==> config.mk <==
export PLATFORM = sky130hd
export DESIGN_NAME = ex_muldiv_unit
export DESIGN_NICKNAME = d
export VERILOG_FILES = /design/src/rtl/ex_muldiv_unit_pkg.sv /design/src/rtl/ex_muldiv_unit_datapath.sv /design/src/rtl/ex_muldiv_unit.sv
export SDC_FILE = /design/constraint.sdc
export NUM_CORES = 1
export LEC_CHECK = 0
export BUFFER_PORTS_ARGS = -buffer_cell sky130_fd_sc_hd__buf_2
export CORE_ASPECT_RATIO = 1.75
export CORE_MARGIN = 1.5
export CORE_UTILIZATION = 25
export CTS_BUF_LIST = sky130_fd_sc_hd__clkbuf_16
export CTS_CLUSTER_DIAMETER = 120
export DETAILED_ROUTE_END_ITERATION = 7
export PLACE_DENSITY = 0.51
export SLEW_MARGIN = 20
export SYNTH_ARGS = -nofsm -noshare
export SYNTH_HDL_FRONTEND = slang
export SYNTH_SLANG_ARGS = --single-unit
==> constraint.sdc <==
create_clock -name clk_i -period 3.35 [get_ports clk_i]
set_input_delay 0.1675 -clock clk_i [delete_from_list [all_inputs] [get_ports clk_i]]
set_output_delay 0.1675 -clock clk_i [all_outputs]
set_load 0.02 [all_outputs]
==> src/rtl/ex_muldiv_unit_pkg.sv <==
// Shared constants and types for the RV32M iterative multiply/divide unit.
// Holds the M-extension funct7, funct3 op codes and the FSM state encoding.
package ex_muldiv_unit_pkg;

  localparam int unsigned XLEN_DEF = 32;

  localparam logic [6:0] FUNCT7_M = 7'b0000001;

  localparam logic [2:0] F3_MUL    = 3'b000;
  localparam logic [2:0] F3_MULH   = 3'b001;
  localparam logic [2:0] F3_MULHSU = 3'b010;
  localparam logic [2:0] F3_MULHU  = 3'b011;
  localparam logic [2:0] F3_DIV    = 3'b100;
  localparam logic [2:0] F3_DIVU   = 3'b101;
  localparam logic [2:0] F3_REM    = 3'b110;
  localparam logic [2:0] F3_REMU   = 3'b111;

  typedef enum logic [1:0] {
    ST_IDLE = 2'd0,
    ST_RUN  = 2'd1,
    ST_DONE = 2'd2
  } state_e;

endpackage

==> src/rtl/ex_muldiv_unit_datapath.sv <==
// Shared 2*W accumulator: shift-add multiply or restoring divide, one step per cycle.
// Ports: load_i/step_i/is_div_i control, a_i/b_i magnitudes, acc_o = {hi,lo}.
module muldiv_datapath #(
  parameter int unsigned W = 32
) (
  input  logic           clk_i,
  input  logic           rst_i,
  input  logic           load_i,
  input  logic           step_i,
  input  logic           is_div_i,
  input  logic [W-1:0]   a_i,
  input  logic [W-1:0]   b_i,
  output logic [2*W-1:0] acc_o
);

  logic [2*W-1:0] acc_q, acc_d;
  logic [W-1:0]   opb_q, opb_d;
  logic [W:0]     sum;
  logic [W:0]     tmp;
  logic [W:0]     diff;

  always_comb begin
    acc_d = acc_q;
    opb_d = opb_q;
    // mul: hi += opb when lo[0], then shift right with carry in
    sum  = {1'b0, acc_q[2*W-1:W]}
         + (acc_q[0] ? {1'b0, opb_q} : '0);
    // div: shift next dividend bit into the remainder
    tmp  = {acc_q[2*W-1:W], acc_q[W-1]};
    diff = tmp - {1'b0, opb_q};
    if (load_i) begin
      acc_d = {{W{1'b0}}, a_i};
      opb_d = b_i;
    end else if (step_i) begin
      if (!is_div_i) begin
        acc_d = {sum, acc_q[W-1:1]};
      end else if (!diff[W]) begin
        acc_d = {diff[W-1:0], acc_q[W-2:0], 1'b1};
      end else begin
        acc_d = {tmp[W-1:0], acc_q[W-2:0], 1'b0};
      end
    end
  end

  always_ff @(posedge clk_i) begin
    if (rst_i) begin
      acc_q <= '0;
      opb_q <= '0;
    end else begin
      acc_q <= acc_d;
      opb_q <= opb_d;
    end
  end

  assign acc_o = acc_q;

endmodule

==> src/rtl/ex_muldiv_unit.sv <==
// EX-stage RV32M unit: FSM, operand sign handling and result select.
// Ports: req/funct/rs1/rs2 from ID/EX; stall_o to hazard unit; done_o/result_o to EX/MEM.
module ex_muldiv_unit
  import ex_muldiv_unit_pkg::*;
#(
  parameter int unsigned XLEN = XLEN_DEF
) (
  input  logic            clk_i,
  input  logic            rst_i,
  input  logic            req_i,
  input  logic [9:0]      funct_i,
  input  logic [XLEN-1:0] rs1_data_i,
  input  logic [XLEN-1:0] rs2_data_i,
  output logic            stall_o,
  output logic            done_o,
  output logic [XLEN-1:0] result_o
);

  localparam int unsigned CW = $clog2(XLEN);
  localparam logic [XLEN-1:0] MIN_NEG = {1'b1, {(XLEN-1){1'b0}}};

  state_e            state_q, state_d;
  logic [CW-1:0]     cnt_q, cnt_d;
  logic [2:0]        op_q, op_d;
  logic              neg_q, neg_d;
  logic              spec_q, spec_d;
  logic [XLEN-1:0]   sval_q, sval_d;
  logic [XLEN-1:0]   res_q, res_d;

  logic              accept, a_sgn, b_sgn, sa, sb;
  logic              div0, ovf;
  logic [2:0]        f3;
  logic [XLEN-1:0]   a_abs, b_abs, sel;
  logic [XLEN-1:0]   lo, hi;
  logic [2*XLEN-1:0] acc, acc_neg;
  logic              load, step;

  muldiv_datapath #(.W(XLEN)) u_dp (
    .clk_i    (clk_i),
    .rst_i    (rst_i),
    .load_i   (load),
    .step_i   (step),
    .is_div_i (op_q[2]),
    .a_i      (a_abs),
    .b_i      (b_abs),
    .acc_o    (acc)
  );

  always_comb begin
    f3     = funct_i[2:0];
    accept = req_i && (funct_i[9:3] == FUNCT7_M);
    a_sgn  = (f3 == F3_MULH) || (f3 == F3_MULHSU)
          || (f3 == F3_DIV)  || (f3 == F3_REM);
    b_sgn  = (f3 == F3_MULH) || (f3 == F3_DIV)
          || (f3 == F3_REM);
    sa     = a_sgn && rs1_data_i[XLEN-1];
    sb     = b_sgn && rs2_data_i[XLEN-1];
    a_abs  = sa ? -rs1_data_i : rs1_data_i;
    b_abs  = sb ? -rs2_data_i : rs2_data_i;
    div0   = f3[2] && (rs2_data_i == '0);
    ovf    = ((f3 == F3_DIV) || (f3 == F3_REM))
          && (rs1_data_i == MIN_NEG)
          && (rs2_data_i == '1);
  end

  always_comb begin
    acc_neg = -acc;
    lo      = acc[XLEN-1:0];
    hi      = neg_q ? acc_neg[2*XLEN-1:XLEN]
                    : acc[2*XLEN-1:XLEN];
    sel     = '0;
    unique case (op_q)
      F3_MUL:    sel = lo;
      F3_MULH,
      F3_MULHSU,
      F3_MULHU:  sel = hi;
      F3_DIV,
      F3_DIVU:   sel = neg_q ? -lo : lo;
      default:   sel = neg_q ? -acc[2*XLEN-1:XLEN]
                             : acc[2*XLEN-1:XLEN];
    endcase
    if (spec_q) sel = sval_q;
  end

  always_comb begin
    state_d  = state_q;
    cnt_d    = cnt_q;
    op_d     = op_q;
    neg_d    = neg_q;
    spec_d   = spec_q;
    sval_d   = sval_q;
    res_d    = res_q;
    load     = 1'b0;
    step     = 1'b0;
    stall_o  = 1'b0;
    done_o   = 1'b0;
    result_o = res_q;
    unique case (state_q)
      ST_IDLE: begin
        if (accept) begin
          stall_o = 1'b1;
          op_d    = f3;
          // remainder follows the dividend sign only
          neg_d   = (f3[2] && f3[1]) ? sa : (sa ^ sb);
          cnt_d   = '0;
          if (div0 || ovf) begin
            spec_d  = 1'b1;
            sval_d  = div0 ? (f3[1] ? rs1_data_i : '1)
                           : (f3[1] ? '0 : MIN_NEG);
            state_d = ST_DONE;
          end else begin
            spec_d  = 1'b0;
            load    = 1'b1;
            state_d = ST_RUN;
          end
        end
      end
      ST_RUN: begin
        stall_o = 1'b1;
        step    = 1'b1;
        if (cnt_q == CW'(XLEN-1)) begin
          state_d = ST_DONE;
        end else begin
          cnt_d = cnt_q + 1'b1;
        end
      end
      ST_DONE: begin
        done_o   = 1'b1;
        result_o = sel;
        res_d    = sel;
        state_d  = ST_IDLE;
      end
      default: state_d = ST_IDLE;
    endcase
    if (rst_i) begin
      load     = 1'b0;
      step     = 1'b0;
      stall_o  = 1'b0;
      done_o   = 1'b0;
      result_o = '0;
    end
  end

  always_ff @(posedge clk_i) begin
    if (rst_i) begin
      state_q <= ST_IDLE;
      cnt_q   <= '0;
      op_q    <= '0;
      neg_q   <= 1'b0;
      spec_q  <= 1'b0;
      sval_q  <= '0;
      res_q   <= '0;
    end else begin
      state_q <= state_d;
      cnt_q   <= cnt_d;
      op_q    <= op_d;
      neg_q   <= neg_d;
      spec_q  <= spec_d;
      sval_q  <= sval_d;
      res_q   <= res_d;
    end
  end

endmodule

# [Yosys cells after proc, flatten, opt, wreduce, memory -nomap -nowiden]
# Index checks and enable logic that the tools add are counted.
# W data, S select, Z words.
[op_classes] add_sub_neg=8 n_mul=0 n_div=0 magnitude_cmp=0 eq_ne=18 shifts=0 muxes=37 n_bitwise=1 n_reduce_logical=26
[op_table] op="$mux W32" count=14
[op_table] op="$mux W64" count=2
[op_table] op="$neg A32 Y32" count=4
[op_table] op="$pmux W32 S3" count=1
[op_table] op="$eq A32 B32 Y1 const B" count=2
[op_table] op="$neg A64 Y64" count=1
[op_table] op="$add A32 B32 Y33" count=1
[op_table] op="$sub A33 B32 Y33" count=1
[op_table] op="$logic_not A32 Y1" count=1
[op_table] op="$eq A3 B3 Y1 const B" count=4
[op_table] op="$mux W1" count=12
[op_table] op="$mux W5" count=2
[op_table] op="$pmux W5 S2" count=1
[op_table] op="$eq A3 B2 Y1 const B" count=3
[op_table] op="$eq A7 B1 Y1 const B" count=1
[op_table] op="$logic_and A1 B1 Y1" count=7
[op_table] op="$logic_or A1 B1 Y1" count=7
[op_table] op="$eq A3 B1 Y1 const B" count=2
[op_table] op="$mux W2" count=3
[op_table] op="$ne A2 B2 Y1 const B" count=3
[op_table] op="$reduce_and A3 Y1" count=2
[op_table] op="$add A5 B1 Y5 const B" count=1
[op_table] op="$eq A5 B5 Y1 const B" count=1
[op_table] op="$pmux W2 S2" count=1
[op_table] op="10 further kinds" count=13
[word_totals] reg_bits=172 latchBits=0 ram_bits=0 romBits=0 in_bits=77 output_inout_bits=34 wordCells=100 n_memories=0

# [Longest topological paths before layout]
[logic_depth] depth_word=10 depth_mapped=15 ltp_nobuf=12

# [Cells and area by module]
# From an unflattened synthesis, not the netlist that was laid out.
[unflattened] cells_unflattened=2206 area_unflattened_um2=16305.6
[modules_own_cells] mod="ex_muldiv_unit" n_inst=1 cells_each=1162 area_per_inst_um2=8231.6 seq_area_each_um2=1521.5
[modules_own_cells] mod="muldiv_datapath" n_inst=1 cells_each=1044 area_per_inst_um2=8074.0 seq_area_each_um2=1921.8

# [Least setup slack after synthesis]
# OpenSTA, ideal clock, no wires.
[synth_timing] path_type="reg-to-reg" from="register u_dp.acc_q[0] (netlist: u_dp.acc_o[0])" to="register u_dp.acc_q[56] (netlist: u_dp.acc_o[56])" setup_ns=0.086 arrival_ns=3.167 t_required_ns=3.264 path_slack_ns=0.097 path_stages_with_launch=15 synth_period_minus_slack_ns=3.253 cell_sequence="dfxtp_1 clkbuf_1 inv_1 clkbuf_1 nor2_1 ha_1 and4_1 a21o_1 o21ba_2 or3_1 o31a_1 a221oi_1 xnor2_1 nor2_1 a211oi_1"
[synth_between] elab_chain_len=3
[synth_lines] item="from (decl)" line="ex_muldiv_unit_datapath.sv:16" source="logic [2*W-1:0] acc_q, acc_d;"
[synth_lines] item="from (signal assigned)" line="ex_muldiv_unit_datapath.sv:47" source="acc_q <= '0;"
[synth_lines] item="from (signal assigned)" line="ex_muldiv_unit_datapath.sv:50" source="acc_q <= acc_d;"
[synth_lines] item="$mux W32" line="ex_muldiv_unit_datapath.sv:27" source="+ (acc_q[0] ? {1'b0, opb_q} : '0);"
[synth_lines] item="$add A32 B32 Y33" line="ex_muldiv_unit_datapath.sv:27"
[synth_lines] item="$mux W64" line="ex_muldiv_unit_datapath.sv:35" source="if (!is_div_i) begin"
# Every way passes these cells.
# A chain may end at the register's enable or synchronous reset.

# [Final worst setup path]
[layout_timing] from="register u_dp.acc_q[20] (netlist: u_dp.acc_o[20])" to="output result_o[21]"
[layout_between] elab_chain_len=6
[layout_lines] item="$neg A64 Y64 / $neg A32 Y32 (equally long branches)" line="ex_muldiv_unit.sv:67, ex_muldiv_unit.sv:78"
[layout_lines] item="$mux W32 (on tied branches)" line="ex_muldiv_unit.sv:69, ex_muldiv_unit.sv:78"
[layout_lines] item="$pmux W32 S3 *" line="ex_muldiv_unit.sv:72" source="unique case (op_q)"
[layout_lines] item="$mux W32 *" line="ex_muldiv_unit.sv:82" source="if (spec_q) sel = sval_q;"
[layout_lines] item="$mux W32 *"
[layout_lines] item="$mux W32 *" line="ex_muldiv_unit.sv:135" source="if (rst_i) begin"
[layout_lines] item="to (decl)" line="ex_muldiv_unit.sv:16" source="output logic [XLEN-1:0] result_o"
# Every way passes the cells marked *; elsewhere a longest branch is shown, timed or not.

==> flow_results.xml <==
<?xml version="1.0" encoding="UTF-8"?>
<metrics>
  <group name="synth">
    <metric name="async_reset_ff_share" unit="%">0</metric>
    <metric name="synth_enable_flop_cells" unit="">0</metric>
    <metric name="ys_types" unit="">80</metric>
    <metric name="yosysWarningCount" unit="">0</metric>
    <metric name="synth_top_cells_by_count" unit="">nor2_1, a21oi_1, nand2_1, o21ai_0, dfxtp_1</metric>
    <metric name="yosysMostFrequentCell" unit="">nor2_1</metric>
    <metric name="synth_area_per_cell" unit="um2">7.13</metric>
    <metric name="synthesized_net_count" unit="">2313</metric>
    <metric name="number_of_instances_in_the_synthesized_netlist" unit="">2163</metric>
    <metric name="synth.yosys.seq_area_share" unit="%">22.3</metric>
    <metric name="netlist.area_leader.share" unit="%">22.3</metric>
    <metric name="yosys_most_used_dff" unit="">dfxtp_1</metric>
    <metric name="synth_top_cells_by_area" unit="">dfxtp_1, nor2_1, a21oi_1</metric>
    <metric name="ys_seq_elements" unit="">172</metric>
    <metric name="yosysTopAreaCell" unit="">dfxtp_1</metric>
    <metric name="netlist_area_before_placement" unit="um2">15400</metric>
  </group>
  <group name="cts">
    <metric name="htree_num_levels" unit="">4</metric>
    <metric name="clock_sinks" unit="">172</metric>
    <metric name="cts-root-to-sink-buffers" unit="">2</metric>
    <metric name="numCtsBuffers" unit="">17</metric>
    <metric name="tritoncts" unit="">yes</metric>
    <metric name="cts_clk_pin_slew_worst_paths" unit="ps">70</metric>
    <metric name="clock_tree.root_cell" unit="">clkbuf_16</metric>
    <metric name="insertion_delay" unit="ps">470</metric>
  </group>
  <group name="pwr">
    <metric name="share_comb_of_total_power" unit="%">17.1</metric>
    <metric name="p_per_cell_area" unit="nW/um2">250</metric>
    <metric name="power_leakage" unit="nW">7.95</metric>
    <metric name="intPower" unit="mW">3.50</metric>
    <metric name="netSwitchingPower" unit="mW">1.49</metric>
    <metric name="switching_share" unit="%">29.9</metric>
    <metric name="irDropWorstVdd" unit="V">0.000368</metric>
    <metric name="pwr-share-seq" unit="%">41.1</metric>
    <metric name="power_frac_clock" unit="%">41.7</metric>
  </group>
  <group name="grt">
    <metric name="grt_first_pass_wirelength" unit="mm">111</metric>
    <metric name="via_count_of_the_first_global_routing_pass" unit="">17300</metric>
    <metric name="antenna_found_initial" unit="">3</metric>
    <metric name="grt_start_max_net_pins" unit="">71</metric>
    <metric name="grtUsageTotal" unit="%">23.7</metric>
    <metric name="grt_overflow_total" unit="">0</metric>
  </group>
  <group name="drt">
    <metric name="wirelength" unit="mm">77.0</metric>
    <metric name="drt_first_pass_iters" unit="">5</metric>
    <metric name="post-route-drc-count" unit="">0</metric>
    <metric name="vias" unit="">17700</metric>
    <metric name="postRouteAntennaNets" unit="">0</metric>
    <metric name="viasPerCell" unit="">5.51</metric>
    <metric name="average_wire_per_standard_cell" unit="um">24.0</metric>
    <metric name="iter_0_drt_violations" unit="">1168</metric>
  </group>
  <group name="placement">
    <metric name="gp_routability_congestion" unit="">0.982</metric>
    <metric name="placed_instances" unit="">3152</metric>
    <metric name="numPortBuffers" unit="">110</metric>
    <metric name="dpl.hpwl" unit="mm">61.9</metric>
    <metric name="dpl_cell_area" unit="um2">18300</metric>
    <metric name="dpl_worst_slack" unit="ps">-417</metric>
  </group>
  <group name="die">
    <metric name="boundaryPins" unit="">111</metric>
    <metric name="placementRows" unit="">120</metric>
    <metric name="dieWidth" unit="um">191</metric>
    <metric name="core_area" unit="um2">61100</metric>
    <metric name="initial_utilization" unit="%">25.2</metric>
    <metric name="die_h" unit="um">331</metric>
    <metric name="die_area" unit="um2">63200</metric>
  </group>
  <group name="sta">
    <metric name="finalHoldViolations" unit="">0</metric>
    <metric name="final.period_utilization" unit="%">107</metric>
    <metric name="slew_viol_final" unit="">0</metric>
    <metric name="min_period" unit="ps">3570</metric>
    <metric name="max_clock_freq" unit="MHz">280</metric>
    <metric name="worst_slew_pin_slew" unit="ps">1150</metric>
    <metric name="layout_setup_ws" unit="ps">-220</metric>
    <metric name="slew_headroom" unit="%">22.7</metric>
    <metric name="fin_worst_hold_slack" unit="ps">27.2</metric>
    <metric name="setup_viol_count_final" unit="">21</metric>
    <metric name="setup_repair_after_global_routing_missed_its_margin" unit="">yes</metric>
    <metric name="skew" unit="ps">15.7</metric>
  </group>
  <group name="worst_setup_path">
    <metric name="crit_arrival" unit="ps">3400</metric>
    <metric name="worst_ep_required_time" unit="ps">3180</metric>
    <metric name="setup.worst_path.start_class" unit="">flop</metric>
    <metric name="timing.setup.critical_path_class" unit="">reg2out</metric>
    <metric name="timing.critical_path.fanout_max" unit="">6</metric>
    <metric name="endpoint_kind" unit="">primary output</metric>
  </group>
  <group name="final_layout">
    <metric name="post_layout_nonfiller_instances" unit="">3205</metric>
    <metric name="synthToLayoutAreaGrowth" unit="%">29.3</metric>
    <metric name="final_area" unit="um2">19900</metric>
    <metric name="fill_cells" unit="">6563</metric>
    <metric name="final_util" unit="%">32.6</metric>
    <metric name="drive_above_1_share" unit="%">23.5</metric>
    <metric name="final_nets" unit="">2547</metric>
  </group>
  <group name="min_path">
    <metric name="hold_class" unit="">in2reg</metric>
  </group>
  <group name="job">
    <metric name="maxCapViolCount" unit="">0</metric>
  </group>
  <group name="run_status">
    <metric name="result_of_the_run" unit="">finished with violations</metric>
    <metric name="failing_checks" unit="">negative setup slack</metric>
  </group>
</metrics>
## metrics by stage
| step | TNS [ps] | power [mW] |
|---|---|---|
| 3_3_place_gp | -1090 | 2.86 |
| 6_report | -2240 | 4.99 |
| 3_5_place_dp | -1270 | 2.86 |
| 2_1_floorplan | 0 | 2.51 |
| 4_1_cts | -3600 | 4.97 |
| 5_1_grt | -5670 | 5.16 |
## power by group through the flow
stage                     Clock, mW  Sequential (mW)  Combinational [mW]
after floorplan                   0             2.10               0.415
after global placement            0             2.10               0.762
after detailed placement          0             2.10               0.763
after CTS                      2.13             2.05               0.789
after global routing           2.20             2.05               0.905
final                          2.08             2.05               0.855
## layer usage
layer	GRT usage, %	part of all wire (%)
met1	22.4	34
met2	43.2	51
met3	2.79	3.6
met4	22.6	11
met5	0	0.057
## cells by family (layout without fill, tap and decap cells)
| kind of cell | count (synthesis) | count (layout) | share of synthesized area (%) |
|---|---|---|---|
| AOI/OAI and AO/OA | 724 | 724 | 30.0 |
| xor gates and xnor gates | 155 | 155 | 8.81 |
| adders and majority gates | 73 | 73 | 6.02 |
| buffers and inverters | 229 | 476 | 5.80 |
| DFF | 172 | 172 | 22.3 |
| muxes | 66 | 66 | 4.36 |
| other | 0 | 2 | 0 |
| and+or+nand+nor | 744 | 744 | 22.6 |
## layout make-up
| type | count | area, um2 | area share [%] |
|---|---|---|---|
| multi-input cells | 1762 | 11900 | 59.5 |
| inverters | 72 | 273 | 1.37 |
| flip-flops and latches | 172 | 3470 | 17.4 |
| repair buffers | 372 | 2750 | 13.8 |
| clock buffers | 17 | 425 | 2.13 |
| diodes | 2 | 5.00 | 0.0251 |
| well taps | 793 | 992 | 4.98 |
| clock inverters | 15 | 169 | 0.848 |
## timing repair
item / in CTS / in global routing
hold buffers: 1 / 0
gates resized for setup: 104 / 118
setup buffers: 9 / 12
endpoints found under the hold margin: 1 / 0
cloned: 0 / 1
setup endpoints to repair: 42 / 57
pin swaps: 42 / 52
## registers in the layout, indices dropped and copies added (netlist names)
register / cells
state_q: 2
sval_q: 32
u_dp.acc_o: 64
u_dp.opb_q: 32
res_q: 32
spec_q: 1
op_q: 3
neg_q: 1
cnt_q: 5
## worst paths after layout
| kind | startpoint | cells past startpoint | endpoint | slack [ps] |
|---|---|---|---|---|
| setup / recovery | u_dp.acc_o[20] | 11 | result_o[21] | -220 |
| setup reg to reg | u_dp.opb_q[0] | 14 | u_dp.acc_o[54] | 170 |
| hold reg to reg | sval_q[0] | 2 | sval_q[0] | 450 |
| hold / removal | funct_i[0] | 3 | op_q[0] | 30 |
## cell usage in the layout, fill, tap and decap left out, drive strengths merged, types with 21 or more instances in the layout
cell / instances
buf: 370
nor2: 281
a21oi: 199
o21ai: 183
nand2: 179
dfxtp: 172
xnor2: 87
a211oi: 78
inv: 77
ha: 71
nor3: 69
xor2: 68
mux2i: 57
nand3: 39
a21o: 35
o31ai: 33
a221oi: 30
nand4: 27
nand2b: 25
a31oi: 23
and3: 21
## worst max-delay path, cell delays in order (launching register included)
cell and delay, ps:
dfxtp_2 320, or4_4 600, and4b_2 360, nand4_4 130, buf_6 180, o31ai_2 210, xor2_1 120, mux2_2 290
a211oi_2 240, a211oi_1 80, nor3_1 200, buf_2 210
Power figures use the tool's default switching activity.
